**config.mk**
```make
export PLATFORM = sky130hd
export DESIGN_NAME = leaf_stream_packetizer
export DESIGN_NICKNAME = d
export VERILOG_FILES = /design/src/rtl/leaf_stream_packetizer.sv
export SDC_FILE = /design/constraint.sdc
export NUM_CORES = 1
export LEC_CHECK = 0
export BUFFER_PORTS_ARGS = -buffer_cell sky130_fd_sc_hd__buf_2
export CAP_MARGIN = 5
export CORE_MARGIN = 2
export CORE_UTILIZATION = 35
export DETAILED_ROUTE_END_ITERATION = 12
export REMOVE_ABC_BUFFERS = 1
export SYNTH_ARGS = -nofsm -noshare
export SYNTH_HDL_FRONTEND = slang
export SYNTH_SLANG_ARGS = --single-unit
```
**constraint.sdc**
```tcl
create_clock -name clk_user -period 5.2 [get_ports clk_user]
set_clock_uncertainty 0.2 [all_clocks]
set_input_delay 0.52 -clock clk_user [delete_from_list [all_inputs] [get_ports clk_user]]
set_output_delay 0.52 -clock clk_user [all_outputs]
set_load 0.005 [all_outputs]
```
**src/rtl/leaf_stream_packetizer.sv**
```systemverilog
// Transmit-side BFT packetizer: buffers user words in a small FIFO and emits them
// as addressed, sequence-tagged packets, gated by a freespace credit counter.
module leaf_stream_packetizer #(
    parameter int PACKET_BITS           = 49,
    parameter int PAYLOAD_BITS          = 32,
    parameter int NUM_LEAF_BITS         = 5,
    parameter int NUM_PORT_BITS         = 4,
    parameter int NUM_ADDR_BITS         = 7,
    parameter int FIFO_DEPTH            = 4,
    parameter int FREESPACE_UPDATE_SIZE = 64,
    parameter int CREDIT_BITS           = 8,
    localparam int PTR_W                = $clog2(FIFO_DEPTH),
    localparam int CNT_W                = PTR_W + 1
) (
    input  logic                     clk_user,
    input  logic                     reset,
    input  logic [PAYLOAD_BITS-1:0]  din_leaf_user2interface,
    input  logic                     vld_user2interface,
    output logic                     ack_interface2user,
    input  logic [NUM_LEAF_BITS-1:0] dest_leaf,
    input  logic [NUM_PORT_BITS-1:0] dest_port,
    input  logic                     freespace_update,
    input  logic                     bft_stall,
    output logic [PACKET_BITS-1:0]   dout_leaf_interface2bft,
    output logic [CREDIT_BITS-1:0]   credits,
    output logic [CNT_W-1:0]         fifo_count
);

    localparam logic [CREDIT_BITS+1:0] UPD_EXT      = (CREDIT_BITS+2)'(FREESPACE_UPDATE_SIZE);
    localparam logic [CREDIT_BITS+1:0] CRED_MAX_EXT = {2'b00, {CREDIT_BITS{1'b1}}};
    localparam logic [CREDIT_BITS-1:0] CRED_RST     = CREDIT_BITS'(FREESPACE_UPDATE_SIZE);
    localparam logic [CNT_W-1:0]       CNT_FULL     = CNT_W'(FIFO_DEPTH);

    logic [PAYLOAD_BITS-1:0]  mem_q [FIFO_DEPTH];
    logic [PTR_W-1:0]         wr_ptr_q, wr_ptr_d;
    logic [PTR_W-1:0]         rd_ptr_q, rd_ptr_d;
    logic [CNT_W-1:0]         count_q, count_d;
    logic [NUM_ADDR_BITS-1:0] seq_q, seq_d;
    logic [CREDIT_BITS-1:0]   credits_q, credits_d;
    logic [PACKET_BITS-1:0]   dout_q, dout_d;
    logic [CREDIT_BITS+1:0]   cred_sum;

    logic fifo_full, fifo_empty, push, consumed, load;

    assign fifo_full  = (count_q == CNT_FULL);
    assign fifo_empty = (count_q == '0);
    assign push       = vld_user2interface & ~fifo_full;
    assign consumed   = dout_q[PACKET_BITS-1] & ~bft_stall;
    // Credit is spent at load time, so a stalled packet already owns its credit.
    assign load       = (~dout_q[PACKET_BITS-1] | consumed) & ~fifo_empty & (credits_q != '0);

    assign ack_interface2user      = push;
    assign dout_leaf_interface2bft = dout_q;
    assign credits                 = credits_q;
    assign fifo_count              = count_q;

    always_comb begin
        wr_ptr_d = push ? wr_ptr_q + PTR_W'(1) : wr_ptr_q;
        rd_ptr_d = load ? rd_ptr_q + PTR_W'(1) : rd_ptr_q;
        count_d  = count_q;
        if (push && !load)      count_d = count_q + CNT_W'(1);
        else if (!push && load) count_d = count_q - CNT_W'(1);
    end

    always_comb begin
        seq_d  = seq_q;
        dout_d = dout_q;
        if (load) begin
            dout_d = {1'b1, dest_leaf, dest_port, seq_q, mem_q[rd_ptr_q]};
            seq_d  = seq_q + NUM_ADDR_BITS'(1);
        end else if (consumed) begin
            dout_d[PACKET_BITS-1] = 1'b0;
        end
    end

    // Load never happens at zero credits, so the subtraction cannot underflow.
    always_comb begin
        cred_sum  = {2'b00, credits_q} + (freespace_update ? UPD_EXT : '0)
                  - {{(CREDIT_BITS+1){1'b0}}, load};
        credits_d = (cred_sum > CRED_MAX_EXT) ? CRED_MAX_EXT[CREDIT_BITS-1:0]
                                              : cred_sum[CREDIT_BITS-1:0];
    end

    always_ff @(posedge clk_user) begin
        if (push) mem_q[wr_ptr_q] <= din_leaf_user2interface;
    end

    always_ff @(posedge clk_user or negedge reset) begin
        if (!reset) begin
            wr_ptr_q  <= '0;
            rd_ptr_q  <= '0;
            count_q   <= '0;
            seq_q     <= '0;
            credits_q <= CRED_RST;
            dout_q    <= '0;
        end else begin
            wr_ptr_q  <= wr_ptr_d;
            rd_ptr_q  <= rd_ptr_d;
            count_q   <= count_d;
            seq_q     <= seq_d;
            credits_q <= credits_d;
            dout_q    <= dout_d;
        end
    end

endmodule

```
==> results.json <==
{
  "wirelength_um": 14740,
  "ant_nets": 0,
  "tns_ns": 0,
  "ys_types": 45,
  "hold_viol": 0,
  "gp_congestion": 0.7598,
  "grt_usage_pct": 13.14,
  "clk_pin_slew_ns": 0.08,
  "min_period_ns": 4.175,
  "tightest_slew_ns": 0.9960,
  "worstPathArrival_ns": 4.25,
  "synth_top_area_share_pct": 48.55,
  "yosysMostFrequentCell": "edfxtp_1",
  "antenna_found_initial": 3,
  "drive_gt1_share_pct": 42.96,
  "dp_hpwl_um": 8936,
  "powerDensity_mw_per_mm2": 599.8,
  "drv_cap": 0,
  "holdBufCountCts": 0,
  "synth_seq_area_share_pct": 71.00,
  "status": "finished clean",
  "power.total_mw": 5.578,
  "cts.root.buffer_cell": "clkbuf_16",
  "drt_pass1_iterations": 4,
  "die_w_um": 154.4,
  "portBuffers": 106,
  "synth_edf_count": 128,
  "hold_path_class": "primary input to async pin",
  "crit_type": "flop to flop",
  "num_rows": 55,
  "crit_fanout": 59,
  "htreeDepth": 4,
  "post-cts-setup-buffer-count": 0,
  "cts.sinks": 199,
  "cp.required_ns": 5.27,
  "synth_seq_cells": 199,
  "whs_ns": 0.05187,
  "slew_viol_final": 0,
  "cp_slowest_stage_delay_ns": 0.59,
  "synth_warnings": 0,
  "rsz0062_at_grt": "false",
  "start_kind": "flop",
  "slowest_stage": "or4_1",
  "routedWlPerCell_um": 17.82,
  "layout.nets": 594,
  "numCtsBuffers": 17,
  "tritoncts": "yes",
  "grt_max_degree": 72,
  "ir_worst_vdd_mv": 0.2146,
  "viasPerCell": 4.848,
  "synthTopCellsByArea": "edfxtp_1 (49%), dfrtp_1 (22%), mux4_2 (9.1%)",
  "clock_path_buffers": 2,
  "leakagePower_nw": 3.560,
  "start_util_pct": 35.29,
  "area_growth_pct": 17.46,
  "fin_crit_sh_pct": 80.29,
  "drc": 0,
  "synthTopCellsByCount": "edfxtp_1 (128), dfrtp_1 (70), mux2_2 (50)",
  "grt_pass1_vias": 4369,
  "core_area_sq_mm": 0.02243,
  "synth_area_sq_mm": 0.007918,
  "slew_headroom_pct": 33.60,
  "synth_area_per_cell_sq_um": 18.90,
  "synth_flop_cell": "edfxtp_1",
  "via_count": 4009,
  "synth_top_cell_by_area": "edfxtp_1",
  "die-area_sq_mm": 0.02384,
  "ctsResizeCount": 0,
  "fmax_ghz": 0.2395,
  "drt_iter0_markers": 211,
  "grt_pass1_wl_um": 23760,
  "place_ws_ns": 1.049,
  "synthArstFlopShare_pct": 35.68,
  "path_cells": "or4_1 > o211a_4 > ha_1 > inv_1 > ha_1 > inv_1 > fa_1 > nor3b_2 > o311ai_0 > a311oi_2 > nand4_1",
  "finalSetupViolations": 0,
  "ios": 107,
  "die_y_um": 154.4,
  "syn_inst": 419,
  "grt_overflow_total": 0,
  "clkLatencyLatePin_ns": 0.43,
  "worst_setup_path_end_kind": "flop",
  "finalWorstSetupSlack_ns": 1.025
}
-- placed cells by master (no fill, tap or decap), types with 2 or more instances in the layout --
cell type | synthesis | routed
edfxtp_1 | 128 | 128
buf_2 | 4 | 105
dfrtp_1 | 70 | 68
mux2_2 | 50 | 50
mux4_2 | 32 | 32
inv_1 | 21 | 21
ha_1 | 18 | 18
clkbuf_16 | 0 | 17
xnor2_1 | 11 | 11
nand4_1 | 9 | 9
nand2_1 | 8 | 8
nor2_1 | 5 | 5
nand2b_1 | 4 | 4
and2_2 | 0 | 4
xor2_1 | 4 | 4
inv_8 | 0 | 4
a311oi_1 | 3 | 3
o21ai_0 | 3 | 3
a21oi_1 | 3 | 3
nand3_1 | 3 | 3
inv_6 | 0 | 3
diode_2 | 0 | 2
o211ai_1 | 2 | 2
nand4b_1 | 2 | 2
and3_1 | 2 | 2
fa_1 | 2 | 2
clkinv_8 | 0 | 2
buf_4 | 2 | 2
dfrtp_2 | 0 | 2
-- cell type report --
cell class,count,area (sq um)
clock inverters,13,155.1
fillers,2049,13130
repair buffers,107,540.5
multi-input cells,182,2111
clock buffers,18,429.2
inverters,21,78.83
diodes,2,5.005
flip-flops and latches,199,5624
well taps,285,356.6
-- final timing paths --
check | start | slack (ns) | to | cells past startpoint
setup / recovery | credits[1]$_DFF_PN0_ | 1.02 | credits[3]$_DFF_PN0_ | 11
hold / removal | reset | 0.05 | credits[3]$_DFF_PN0_ | 1
setup reg to reg | credits[1]$_DFF_PN0_ | 1.02 | credits[3]$_DFF_PN0_ | 11
hold reg to reg | seq_q[6]$_DFFE_PN0P_ | 0.27 | seq_q[6]$_DFFE_PN0P_ | 1
max in group asynchronous | reset | 4.04 | rd_ptr_q[0]$_DFFE_PN0P_ | 1
min in group clk_user | din_leaf_user2interface[25] | 0.10 | mem_q[3][25]$_DFFE_PP_ | 1
-- routing by layer --
metal	part of all wire, %	wire length (um)	vias up	GRT usage [%]
li1	-	-	1837	-
met1	42	6231	2058	15.87
met2	51	7461	96	22.58
met3	5.8	861	16	4.287
met4	1.1	168	2	3.880
met5	0.088	13	-	0
-- through the flow --
step,util (%),area (sq um),std cells
final,41.46,9300,827
after global routing,41.43,9295,825
after CTS,41.43,9295,825
after detailed placement,38.83,8711,794
after global placement,38.83,8711,794
after floorplan,-,7806,402
-- registers in the layout, summed over array words and instances, names as in the netlist --
signal / flops
mem_q: 128
dout_leaf_interface2bft: 49
credits: 8
seq_q: 7
fifo_count: 3
rd_ptr_q: 2
wr_ptr_q: 2
-- where the power goes --
group	total (mW)	leakage, nW	internal, mW	switching [mW]
clock	1.30	0.285	0.684	0.612
sequential	2.50	1.99	2.20	0.303
combinational	1.78	1.28	0.952	0.830
-- critical path, delay by kind of cell, from the launching register on --
family	cells	cell delay, ns
buffers and inverters	2	0.12
and+or+nand+nor	3	1.05
DFF	1	0.42
adders and majority gates	3	0.92
AOI/OAI and AO/OA	3	1.30
-- kinds of logic after synthesis --
logic type	after synthesis	synth area share (%)
compound gates	21	2.165
mux	82	16.21
flops	199	71.00
fa+ha+maj	20	3.350
xor+xnor	15	1.659
simple gates	44	3.208
buf+inv	38	2.402
(Power assumes the default switching activity.)
